`src/rtl/rsv_muldiv_issue_if.sv`:
```
// ---------------------------------------------------------------------------
// rsv_muldiv_issue_if
// Bundle of every non-clock signal of the muldiv reservation station.
//   dispatch : i_disp_* in, o_disp_rdy out
//   wakeup   : i_wb_vld / i_wb_code / i_wb_dat
//   issue    : i_exu_rdy in, o_rsv_exu_* out
//   flushes  : i_csr_trap_flush, i_exu_mis_*, i_exu_ls_*
// slave  = the reservation station, master = whoever drives it.
// ---------------------------------------------------------------------------
interface rsv_muldiv_issue_if #(
  parameter int PRF_CODE_W = 7,
  parameter int PRF_DATA_W = 32,
  parameter int DECINFO_W  = 16,
  parameter int EXCP_W     = 5,
  parameter int ROB_ID_W   = 8
);
  logic                  i_disp_vld;
  logic                  o_disp_rdy;
  logic                  i_disp_src1_vld, i_disp_src2_vld;
  logic                  i_disp_src1_rdy, i_disp_src2_rdy;
  logic [PRF_CODE_W-1:0] i_disp_src1_code, i_disp_src2_code;
  logic [PRF_DATA_W-1:0] i_disp_src1_dat, i_disp_src2_dat;
  logic                  i_disp_dst_vld;
  logic [PRF_CODE_W-1:0] i_disp_dst_code;
  logic [DECINFO_W-1:0]  i_disp_decinfo;
  logic [EXCP_W-1:0]     i_disp_excp_code;
  logic [ROB_ID_W-1:0]   i_disp_rob_id;
  logic                  i_wb_vld;
  logic [PRF_CODE_W-1:0] i_wb_code;
  logic [PRF_DATA_W-1:0] i_wb_dat;
  logic                  i_exu_rdy;
  logic                  o_rsv_exu_vld;
  logic                  o_rsv_exu_src1_vld, o_rsv_exu_src2_vld;
  logic [PRF_DATA_W-1:0] o_rsv_exu_src1_dat, o_rsv_exu_src2_dat;
  logic                  o_rsv_exu_dst_vld;
  logic [PRF_CODE_W-1:0] o_rsv_exu_dst_code;
  logic [DECINFO_W-1:0]  o_rsv_exu_decinfo_bus;
  logic [EXCP_W-1:0]     o_rsv_exu_excp_code;
  logic [ROB_ID_W-1:0]   o_rsv_exu_rob_id;
  logic                  i_csr_trap_flush;
  logic                  i_exu_mis_flush;
  logic [ROB_ID_W-1:0]   i_exu_mis_rob_id;
  logic                  i_exu_ls_flush;
  logic [ROB_ID_W-1:0]   i_exu_ls_rob_id;

  modport slave (
    input  i_disp_vld, i_disp_src1_vld, i_disp_src2_vld, i_disp_src1_rdy, i_disp_src2_rdy,
           i_disp_src1_code, i_disp_src2_code, i_disp_src1_dat, i_disp_src2_dat,
           i_disp_dst_vld, i_disp_dst_code, i_disp_decinfo, i_disp_excp_code, i_disp_rob_id,
           i_wb_vld, i_wb_code, i_wb_dat, i_exu_rdy,
           i_csr_trap_flush, i_exu_mis_flush, i_exu_mis_rob_id, i_exu_ls_flush, i_exu_ls_rob_id,
    output o_disp_rdy, o_rsv_exu_vld, o_rsv_exu_src1_vld, o_rsv_exu_src2_vld,
           o_rsv_exu_src1_dat, o_rsv_exu_src2_dat, o_rsv_exu_dst_vld, o_rsv_exu_dst_code,
           o_rsv_exu_decinfo_bus, o_rsv_exu_excp_code, o_rsv_exu_rob_id
  );

  modport master (
    output i_disp_vld, i_disp_src1_vld, i_disp_src2_vld, i_disp_src1_rdy, i_disp_src2_rdy,
           i_disp_src1_code, i_disp_src2_code, i_disp_src1_dat, i_disp_src2_dat,
           i_disp_dst_vld, i_disp_dst_code, i_disp_decinfo, i_disp_excp_code, i_disp_rob_id,
           i_wb_vld, i_wb_code, i_wb_dat, i_exu_rdy,
           i_csr_trap_flush, i_exu_mis_flush, i_exu_mis_rob_id, i_exu_ls_flush, i_exu_ls_rob_id,
    input  o_disp_rdy, o_rsv_exu_vld, o_rsv_exu_src1_vld, o_rsv_exu_src2_vld,
           o_rsv_exu_src1_dat, o_rsv_exu_src2_dat, o_rsv_exu_dst_vld, o_rsv_exu_dst_code,
           o_rsv_exu_decinfo_bus, o_rsv_exu_excp_code, o_rsv_exu_rob_id
  );
endinterface

```
`src/rtl/rsv_muldiv_issue.sv`:
```
// ---------------------------------------------------------------------------
// rsv_muldiv_issue
// Reservation station in front of the multiply/divide unit. Holds up to DEPTH
// renamed uops, captures source operands from the wakeup bus, and issues the
// oldest fully-ready uop whenever the unit is idle. Flushes remove entries
// younger than the flushing ROB id; a CSR trap clears everything.
// Ports:
//   clk  - rising-edge clock
//   rst  - asynchronous active-high reset
//   bus  - rsv_muldiv_issue_if.slave (dispatch, wakeup, issue, flush signals)
// ---------------------------------------------------------------------------
module rsv_muldiv_issue #(
  parameter int DEPTH      = 4,
  parameter int PRF_CODE_W = 7,
  parameter int PRF_DATA_W = 32,
  parameter int DECINFO_W  = 16,
  parameter int EXCP_W     = 5,
  parameter int ROB_ID_W   = 8
) (
  input logic            clk,
  input logic            rst,
  rsv_muldiv_issue_if.slave bus
);

  typedef struct packed {
    logic                  vld;
    logic                  s1_vld;
    logic                  s1_rdy;
    logic [PRF_CODE_W-1:0] s1_code;
    logic [PRF_DATA_W-1:0] s1_dat;
    logic                  s2_vld;
    logic                  s2_rdy;
    logic [PRF_CODE_W-1:0] s2_code;
    logic [PRF_DATA_W-1:0] s2_dat;
    logic                  dst_vld;
    logic [PRF_CODE_W-1:0] dst_code;
    logic [DECINFO_W-1:0]  decinfo;
    logic [EXCP_W-1:0]     excp;
    logic [ROB_ID_W-1:0]   rob_id;
  } entry_t;

  // a is older than b; the MSB is a wrap bit, so a differing MSB flips the sense
  function automatic logic older(input logic [ROB_ID_W-1:0] a, input logic [ROB_ID_W-1:0] b);
    if (a[ROB_ID_W-1] != b[ROB_ID_W-1])
      return a[ROB_ID_W-2:0] >= b[ROB_ID_W-2:0];
    return a[ROB_ID_W-2:0] < b[ROB_ID_W-2:0];
  endfunction

  entry_t              ent [DEPTH];
  logic [DEPTH-1:0]    vld_vec, kill_vec, rdy_vec, sel_oh, free_oh, issue_oh;
  entry_t              sel_ent, out_ent, disp_ent;
  logic                flush_any, trap, issue, disp_rdy, disp_kill, disp_acc;
  logic [ROB_ID_W-1:0] flush_id;

  assign trap      = bus.i_csr_trap_flush;
  assign flush_any = bus.i_exu_mis_flush | bus.i_exu_ls_flush;

  // With both flushes active the older id wins, since it kills a superset.
  always_comb begin
    flush_id = bus.i_exu_ls_rob_id;
    if (bus.i_exu_mis_flush && bus.i_exu_ls_flush) begin
      if (older(bus.i_exu_mis_rob_id, bus.i_exu_ls_rob_id))
        flush_id = bus.i_exu_mis_rob_id;
    end else if (bus.i_exu_mis_flush) begin
      flush_id = bus.i_exu_mis_rob_id;
    end
  end

  assign disp_rdy  = ~&vld_vec;
  assign disp_kill = flush_any & older(flush_id, bus.i_disp_rob_id);
  assign disp_acc  = bus.i_disp_vld & disp_rdy & ~trap & ~disp_kill;

  // Incoming uop, with unused sources forced ready and same-cycle wakeup merged.
  always_comb begin
    disp_ent          = '0;
    disp_ent.vld      = 1'b1;
    disp_ent.s1_vld   = bus.i_disp_src1_vld;
    disp_ent.s1_code  = bus.i_disp_src1_code;
    disp_ent.s1_dat   = bus.i_disp_src1_dat;
    disp_ent.s1_rdy   = ~bus.i_disp_src1_vld | bus.i_disp_src1_rdy;
    disp_ent.s2_vld   = bus.i_disp_src2_vld;
    disp_ent.s2_code  = bus.i_disp_src2_code;
    disp_ent.s2_dat   = bus.i_disp_src2_dat;
    disp_ent.s2_rdy   = ~bus.i_disp_src2_vld | bus.i_disp_src2_rdy;
    disp_ent.dst_vld  = bus.i_disp_dst_vld;
    disp_ent.dst_code = bus.i_disp_dst_code;
    disp_ent.decinfo  = bus.i_disp_decinfo;
    disp_ent.excp     = bus.i_disp_excp_code;
    disp_ent.rob_id   = bus.i_disp_rob_id;
    if (bus.i_wb_vld && !disp_ent.s1_rdy && bus.i_wb_code == bus.i_disp_src1_code) begin
      disp_ent.s1_rdy = 1'b1;
      disp_ent.s1_dat = bus.i_wb_dat;
    end
    if (bus.i_wb_vld && !disp_ent.s2_rdy && bus.i_wb_code == bus.i_disp_src2_code) begin
      disp_ent.s2_rdy = 1'b1;
      disp_ent.s2_dat = bus.i_wb_dat;
    end
  end

  // Oldest ready entry; equal ages cannot occur, ties keep the lower slot.
  always_comb begin
    logic found;
    found   = 1'b0;
    sel_oh  = '0;
    sel_ent = '0;
    for (int i = 0; i < DEPTH; i++) begin
      if (rdy_vec[i] && (!found || older(ent[i].rob_id, sel_ent.rob_id))) begin
        sel_oh    = '0;
        sel_oh[i] = 1'b1;
        sel_ent   = ent[i];
        found     = 1'b1;
      end
    end
  end

  // Lowest free slot, judged on registered valids only (no same-cycle reuse).
  always_comb begin
    logic found;
    found   = 1'b0;
    free_oh = '0;
    for (int i = 0; i < DEPTH; i++) begin
      if (!vld_vec[i] && !found) begin
        free_oh[i] = 1'b1;
        found      = 1'b1;
      end
    end
  end

  assign issue    = (|rdy_vec) & bus.i_exu_rdy & ~trap;
  assign issue_oh = sel_oh & {DEPTH{issue}};

  generate
    for (genvar gi = 0; gi < DEPTH; gi++) begin : g_ent
      entry_t ent_q, ent_d;

      assign ent[gi]      = ent_q;
      assign vld_vec[gi]  = ent_q.vld;
      assign kill_vec[gi] = ent_q.vld & flush_any & older(flush_id, ent_q.rob_id);
      assign rdy_vec[gi]  = ent_q.vld & ent_q.s1_rdy & ent_q.s2_rdy & ~kill_vec[gi];

      always_comb begin
        ent_d = ent_q;
        if (bus.i_wb_vld && ent_q.vld) begin
          if (!ent_q.s1_rdy && ent_q.s1_code == bus.i_wb_code) begin
            ent_d.s1_rdy = 1'b1;
            ent_d.s1_dat = bus.i_wb_dat;
          end
          if (!ent_q.s2_rdy && ent_q.s2_code == bus.i_wb_code) begin
            ent_d.s2_rdy = 1'b1;
            ent_d.s2_dat = bus.i_wb_dat;
          end
        end
        if (issue_oh[gi] || kill_vec[gi] || trap)
          ent_d.vld = 1'b0;
        // free_oh only points at an invalid slot, so this never hits a live entry
        if (disp_acc && free_oh[gi])
          ent_d = disp_ent;
      end

      always_ff @(posedge clk or posedge rst) begin
        if (rst) ent_q <= '0;
        else     ent_q <= ent_d;
      end
    end
  endgenerate

  // Data outputs are held at zero whenever nothing issues.
  assign out_ent = issue ? sel_ent : '0;

  assign bus.o_disp_rdy            = disp_rdy;
  assign bus.o_rsv_exu_vld         = issue;
  assign bus.o_rsv_exu_src1_vld    = out_ent.s1_vld;
  assign bus.o_rsv_exu_src1_dat    = out_ent.s1_dat;
  assign bus.o_rsv_exu_src2_vld    = out_ent.s2_vld;
  assign bus.o_rsv_exu_src2_dat    = out_ent.s2_dat;
  assign bus.o_rsv_exu_dst_vld     = out_ent.dst_vld;
  assign bus.o_rsv_exu_dst_code    = out_ent.dst_code;
  assign bus.o_rsv_exu_decinfo_bus = out_ent.decinfo;
  assign bus.o_rsv_exu_excp_code   = out_ent.excp;
  assign bus.o_rsv_exu_rob_id      = out_ent.rob_id;

endmodule
```
`src/flat_wrapper.sv`:
```
// flat-port wrapper written by rule: the top's interface ports become plain ports
module rsv_muldiv_issue_flat 
#(
  parameter int DEPTH      = 4,
  parameter int PRF_CODE_W = 7,
  parameter int PRF_DATA_W = 32,
  parameter int DECINFO_W  = 16,
  parameter int EXCP_W     = 5,
  parameter int ROB_ID_W   = 8
)
  (clk, rst, bus_i_disp_vld, bus_i_disp_src1_vld, bus_i_disp_src2_vld, bus_i_disp_src1_rdy, bus_i_disp_src2_rdy, bus_i_disp_src1_code, bus_i_disp_src2_code, bus_i_disp_src1_dat, bus_i_disp_src2_dat, bus_i_disp_dst_vld, bus_i_disp_dst_code, bus_i_disp_decinfo, bus_i_disp_excp_code, bus_i_disp_rob_id, bus_i_wb_vld, bus_i_wb_code, bus_i_wb_dat, bus_i_exu_rdy, bus_i_csr_trap_flush, bus_i_exu_mis_flush, bus_i_exu_mis_rob_id, bus_i_exu_ls_flush, bus_i_exu_ls_rob_id, bus_o_disp_rdy, bus_o_rsv_exu_vld, bus_o_rsv_exu_src1_vld, bus_o_rsv_exu_src2_vld, bus_o_rsv_exu_src1_dat, bus_o_rsv_exu_src2_dat, bus_o_rsv_exu_dst_vld, bus_o_rsv_exu_dst_code, bus_o_rsv_exu_decinfo_bus, bus_o_rsv_exu_excp_code, bus_o_rsv_exu_rob_id);
  rsv_muldiv_issue_if #(.PRF_CODE_W(PRF_CODE_W), .PRF_DATA_W(PRF_DATA_W), .DECINFO_W(DECINFO_W), .EXCP_W(EXCP_W), .ROB_ID_W(ROB_ID_W)) bus_i ();
  input logic clk;
  input logic rst;
  input wire logic [$bits(bus_i.i_disp_vld)-1:0] bus_i_disp_vld;
  input wire logic [$bits(bus_i.i_disp_src1_vld)-1:0] bus_i_disp_src1_vld;
  input wire logic [$bits(bus_i.i_disp_src2_vld)-1:0] bus_i_disp_src2_vld;
  input wire logic [$bits(bus_i.i_disp_src1_rdy)-1:0] bus_i_disp_src1_rdy;
  input wire logic [$bits(bus_i.i_disp_src2_rdy)-1:0] bus_i_disp_src2_rdy;
  input wire logic [$bits(bus_i.i_disp_src1_code)-1:0] bus_i_disp_src1_code;
  input wire logic [$bits(bus_i.i_disp_src2_code)-1:0] bus_i_disp_src2_code;
  input wire logic [$bits(bus_i.i_disp_src1_dat)-1:0] bus_i_disp_src1_dat;
  input wire logic [$bits(bus_i.i_disp_src2_dat)-1:0] bus_i_disp_src2_dat;
  input wire logic [$bits(bus_i.i_disp_dst_vld)-1:0] bus_i_disp_dst_vld;
  input wire logic [$bits(bus_i.i_disp_dst_code)-1:0] bus_i_disp_dst_code;
  input wire logic [$bits(bus_i.i_disp_decinfo)-1:0] bus_i_disp_decinfo;
  input wire logic [$bits(bus_i.i_disp_excp_code)-1:0] bus_i_disp_excp_code;
  input wire logic [$bits(bus_i.i_disp_rob_id)-1:0] bus_i_disp_rob_id;
  input wire logic [$bits(bus_i.i_wb_vld)-1:0] bus_i_wb_vld;
  input wire logic [$bits(bus_i.i_wb_code)-1:0] bus_i_wb_code;
  input wire logic [$bits(bus_i.i_wb_dat)-1:0] bus_i_wb_dat;
  input wire logic [$bits(bus_i.i_exu_rdy)-1:0] bus_i_exu_rdy;
  input wire logic [$bits(bus_i.i_csr_trap_flush)-1:0] bus_i_csr_trap_flush;
  input wire logic [$bits(bus_i.i_exu_mis_flush)-1:0] bus_i_exu_mis_flush;
  input wire logic [$bits(bus_i.i_exu_mis_rob_id)-1:0] bus_i_exu_mis_rob_id;
  input wire logic [$bits(bus_i.i_exu_ls_flush)-1:0] bus_i_exu_ls_flush;
  input wire logic [$bits(bus_i.i_exu_ls_rob_id)-1:0] bus_i_exu_ls_rob_id;
  output wire logic [$bits(bus_i.o_disp_rdy)-1:0] bus_o_disp_rdy;
  output wire logic [$bits(bus_i.o_rsv_exu_vld)-1:0] bus_o_rsv_exu_vld;
  output wire logic [$bits(bus_i.o_rsv_exu_src1_vld)-1:0] bus_o_rsv_exu_src1_vld;
  output wire logic [$bits(bus_i.o_rsv_exu_src2_vld)-1:0] bus_o_rsv_exu_src2_vld;
  output wire logic [$bits(bus_i.o_rsv_exu_src1_dat)-1:0] bus_o_rsv_exu_src1_dat;
  output wire logic [$bits(bus_i.o_rsv_exu_src2_dat)-1:0] bus_o_rsv_exu_src2_dat;
  output wire logic [$bits(bus_i.o_rsv_exu_dst_vld)-1:0] bus_o_rsv_exu_dst_vld;
  output wire logic [$bits(bus_i.o_rsv_exu_dst_code)-1:0] bus_o_rsv_exu_dst_code;
  output wire logic [$bits(bus_i.o_rsv_exu_decinfo_bus)-1:0] bus_o_rsv_exu_decinfo_bus;
  output wire logic [$bits(bus_i.o_rsv_exu_excp_code)-1:0] bus_o_rsv_exu_excp_code;
  output wire logic [$bits(bus_i.o_rsv_exu_rob_id)-1:0] bus_o_rsv_exu_rob_id;
  assign bus_i.i_disp_vld = bus_i_disp_vld;
  assign bus_i.i_disp_src1_vld = bus_i_disp_src1_vld;
  assign bus_i.i_disp_src2_vld = bus_i_disp_src2_vld;
  assign bus_i.i_disp_src1_rdy = bus_i_disp_src1_rdy;
  assign bus_i.i_disp_src2_rdy = bus_i_disp_src2_rdy;
  assign bus_i.i_disp_src1_code = bus_i_disp_src1_code;
  assign bus_i.i_disp_src2_code = bus_i_disp_src2_code;
  assign bus_i.i_disp_src1_dat = bus_i_disp_src1_dat;
  assign bus_i.i_disp_src2_dat = bus_i_disp_src2_dat;
  assign bus_i.i_disp_dst_vld = bus_i_disp_dst_vld;
  assign bus_i.i_disp_dst_code = bus_i_disp_dst_code;
  assign bus_i.i_disp_decinfo = bus_i_disp_decinfo;
  assign bus_i.i_disp_excp_code = bus_i_disp_excp_code;
  assign bus_i.i_disp_rob_id = bus_i_disp_rob_id;
  assign bus_i.i_wb_vld = bus_i_wb_vld;
  assign bus_i.i_wb_code = bus_i_wb_code;
  assign bus_i.i_wb_dat = bus_i_wb_dat;
  assign bus_i.i_exu_rdy = bus_i_exu_rdy;
  assign bus_i.i_csr_trap_flush = bus_i_csr_trap_flush;
  assign bus_i.i_exu_mis_flush = bus_i_exu_mis_flush;
  assign bus_i.i_exu_mis_rob_id = bus_i_exu_mis_rob_id;
  assign bus_i.i_exu_ls_flush = bus_i_exu_ls_flush;
  assign bus_i.i_exu_ls_rob_id = bus_i_exu_ls_rob_id;
  assign bus_o_disp_rdy = bus_i.o_disp_rdy;
  assign bus_o_rsv_exu_vld = bus_i.o_rsv_exu_vld;
  assign bus_o_rsv_exu_src1_vld = bus_i.o_rsv_exu_src1_vld;
  assign bus_o_rsv_exu_src2_vld = bus_i.o_rsv_exu_src2_vld;
  assign bus_o_rsv_exu_src1_dat = bus_i.o_rsv_exu_src1_dat;
  assign bus_o_rsv_exu_src2_dat = bus_i.o_rsv_exu_src2_dat;
  assign bus_o_rsv_exu_dst_vld = bus_i.o_rsv_exu_dst_vld;
  assign bus_o_rsv_exu_dst_code = bus_i.o_rsv_exu_dst_code;
  assign bus_o_rsv_exu_decinfo_bus = bus_i.o_rsv_exu_decinfo_bus;
  assign bus_o_rsv_exu_excp_code = bus_i.o_rsv_exu_excp_code;
  assign bus_o_rsv_exu_rob_id = bus_i.o_rsv_exu_rob_id;
  rsv_muldiv_issue #(.DEPTH(DEPTH), .PRF_CODE_W(PRF_CODE_W), .PRF_DATA_W(PRF_DATA_W), .DECINFO_W(DECINFO_W), .EXCP_W(EXCP_W), .ROB_ID_W(ROB_ID_W)) u_core (.clk(clk), .rst(rst), .bus(bus_i));
endmodule
```
`config.mk`:
```
export PLATFORM = sky130hd
export DESIGN_NAME = rsv_muldiv_issue_flat
export DESIGN_NICKNAME = d
export VERILOG_FILES = /design/src/rtl/rsv_muldiv_issue_if.sv /design/src/rtl/rsv_muldiv_issue.sv /design/src/flat_wrapper.sv
export SDC_FILE = /design/constraint.sdc
export NUM_CORES = 2
export LEC_CHECK = 0
export BUFFER_PORTS_ARGS = -buffer_cell sky130_fd_sc_hd__buf_2
export CORE_MARGIN = 4
export CORE_UTILIZATION = 50
export CTS_BUF_LIST = sky130_fd_sc_hd__clkbuf_8 sky130_fd_sc_hd__clkbuf_16
export DETAILED_ROUTE_END_ITERATION = 10
export PLACE_DENSITY = 0.76
export SKIP_CTS_REPAIR_TIMING = 1
export SYNTH_ARGS = -nofsm -noshare
export SYNTH_HDL_FRONTEND = slang
export SYNTH_SLANG_ARGS = --single-unit
```
`constraint.sdc`:
```
create_clock -name clk -period 17.2 [get_ports clk]
set_clock_uncertainty 0.15 [all_clocks]
set_input_delay 1.72 -clock clk [delete_from_list [all_inputs] [get_ports clk]]
set_output_delay 1.72 -clock clk [all_outputs]
set_load 0.01 [all_outputs]
```
==> impl_metrics.tcl <==
set metrics [dict create \
    cts_tree "done" \
    final_util 0.567 \
    dp_hpwl_um 55200 \
    crit_buf_inv 4 \
    firstDrtPassIters 5 \
    grt_max_degree 150 \
    worst_ep_required_time_ns 15.33 \
    timing.final.crit_share 0.940 \
    setup_tns_ns 0 \
    grt_pass1_vias 24152 \
    yosysMostFrequentCell "nor2_1" \
    clock.fmax_mhz 61.9 \
    synth_area_um2 27700 \
    crit_top_cell "o21a_1" \
    placed_area_um2 29400 \
    gr-usage-all-layers 0.293 \
    cp_top_family "compound AO/OA/AOI/OAI gates" \
    synth_compound_area_frac 0.191 \
    dp_slack_ns 1.17 \
    hold_viol_final 0 \
    clock_latency_ns 0.61 \
    status "completed" \
    fillers 4843 \
    crit_fanout 86 \
    syn_to_final_growth_pct 12.6 \
    netSwitchingPower_mw 1.21 \
    clock_path_buffers 3 \
    synth_xor_area_frac 0.0237 \
    synth_fa_ha_area_frac 0.0284 \
    cpMaxStageDelayCell "o2bb2ai_4" \
    cts_root_buf "clkbuf_16" \
    synth_top_family_by_area "compound AO/OA/AOI/OAI gates" \
    synth.area.top_cells "dfrtp_1 43%, nor2_1 6.6%, mux2_2 6.5%" \
    die_h_um 243 \
    tightest_slew_ns 1.18 \
    synth_cell_types 59 \
    place.gp.congestion 0.879 \
    syn_area_per_cell_um2 9.04 \
    rr_endpoint "u_core.ent[359]$_DFFE_PP0P_" \
    p_seq_frac 0.438 \
    hold_start "u_core.ent[118]$_DFFE_PP0P_" \
    maxCapViolCount 0 \
    drc 0 \
    slowest_delay_ns 0.83 \
    combPwrFrac 0.248 \
    initial_core_util 0.504 \
    yosys_register_bits 480 \
    synth_ff_type "dfrtp_1" \
    final_area_um2 31200 \
    p_sw_frac 0.333 \
    synth_fp_nets 3312 \
    worst_slack_ns 1.04 \
    path_clk_slew_ns 0.06 \
    synthCells 3067 \
    grt_pass1_wl_um 139000 \
    via_per_inst 6.26 \
    vias 24784 \
    synth-simple-area-share 0.161 \
    maxSlewHeadroom 0.212 \
    critPathArrivalTime_ns 14.29 \
    reg2regPathDepth 39 \
    criticalPathCategory "input pin to output port" \
    layout.nets 3410 \
    netlist_top_cells_count "487 x nor2_1, 480 x dfrtp_1, 264 x nand2_1, 256 x o22ai_1, 201 x clkbuf_1" \
    rsz0062_at_grt "false" \
    setup_viol 0 \
    synth-edff-count 0 \
    synthMuxAreaShare 0.104 \
    postRouteAntennaNets 0 \
    largest_register_ffs 480 \
    hold_path_class "flop to flop" \
    drt-initial-drc-count 2590 \
    timing.rr.start "u_core.ent[365]$_DFFE_PP0P_" \
    synth_top_cell_by_area "dfrtp_1" \
    yosysTopAreaCellShare 0.433 \
    cts_buffers 52 \
    placedCellCount 3859 \
    port_buffers 286 \
    async_flop_share 1.00 \
    yosysSeqAreaShare 0.433 \
    cp-end-kind "output port" \
    power_mw 3.64 \
    r2r_slack_ns 6.45 \
    min_to "u_core.ent[118]$_DFFE_PP0P_" \
    power_density_nw_per_um2 117 \
    h-tree-depth 2 \
    period_minus_slack_ns 16.16 \
    holdWs_ns 0.333 \
    core_um2 55000 \
    cts.sinks 480 \
    ir_drop_v 0.000106 \
    worst_setup_path_start_kind "input pin" \
    stdcell_count 3960 \
    wirelength_um 89800 \
    ios 287 \
    die_area_um2 59300 \
    p_int_mw 2.43 \
    gr-total-overflow 0 \
    slew_violations 0 \
    drive_above_1_share 0.191 \
    rows 86 \
    p_leak_nw 14.8 \
    whs_path_depth 2 \
    synth_warnings 0 \
    avgRoutedWirePerCell_um 22.7 \
    antenna_found_initial 10 \
    clockPowerShare 0.314 \
    die_width_um 243 \
]
[cells by family (layout without fill, tap and decap cells)]
family          count (synthesis)  after routing
simple gates                  975            975
compound gates                822            822
flops                         480            480
buf+inv                       384            523
mux                           268            268
xor+xnor                       75             75
fa+ha+maj                      63             63
other cells                     0              6
[power by group through the flow]
| stage | logic (mW) | clock network (mW) | registers (mW) |
|---|---|---|---|
| 2_1_floorplan | 0.664 | 0 | 1.56 |
| 3_3_place_gp | 0.867 | 0 | 1.59 |
| 3_5_place_dp | 0.894 | 0 | 1.60 |
| 4_1_cts | 0.897 | 1.16 | 1.59 |
| 5_1_grt | 0.997 | 1.21 | 1.62 |
| 6_report | 0.903 | 1.14 | 1.59 |
[area by class of cell]
type | count | area, µm² | share of cell area
well taps | 748 | 936 | 0.0300
diodes | 6 | 15.0 | 0.000481
inverters | 91 | 349 | 0.0112
multi-input cells | 2203 | 14300 | 0.459
flip-flops and latches | 480 | 12000 | 0.385
clock buffers | 62 | 1450 | 0.0465
repair buffers | 337 | 1840 | 0.0589
clock inverters | 33 | 295 | 0.00946
[placed cells by master, fill, tap and decap left out, drive strengths merged, types with 49 or more instances in the layout]
cell    instances
o21ai         150
inv           103
mux2i         107
clkbuf         62
o22ai         256
nor2          487
a21oi         161
and4           98
ha             63
mux2          161
o211a          96
nand2         264
buf           337
a31oi          95
dfrtp         480
xor2           49
[routing by layer]
layer	GRT usage	up-vias	wire [µm]
met1	0.390	12121	36700
met4	0.117	8	3400
li1	-	11211	-
met5	0	-	51
met3	0.0612	220	7750
met2	0.470	1224	41800
[worst max path at each step]
stage | startpoint | to | cells past startpoint
2_1_floorplan | rst | u_core.ent[0]$_DFFE_PP0P_ | 1
3_3_place_gp | bus_i_exu_mis_rob_id[0] | bus_o_rsv_exu_excp_code[3] | 51
3_5_place_dp | bus_i_exu_ls_rob_id[0] | bus_o_rsv_exu_excp_code[3] | 49
4_1_cts | bus_i_exu_ls_rob_id[0] | bus_o_rsv_exu_excp_code[3] | 49
5_1_grt | bus_i_exu_ls_rob_id[0] | bus_o_rsv_exu_excp_code[3] | 49
6_report | bus_i_exu_ls_rob_id[0] | bus_o_rsv_exu_excp_code[3] | 48
[worst reg2reg max path: cells and delay by family, from the launching register on]
family	cells	cell delay, ns
buf+inv	3	0.65
flops	1	0.36
mux	1	0.19
compound gates	23	6.15
simple gates	8	1.95
fa+ha+maj	4	1.23
Note: power is estimated with default switching activity, not from simulation.
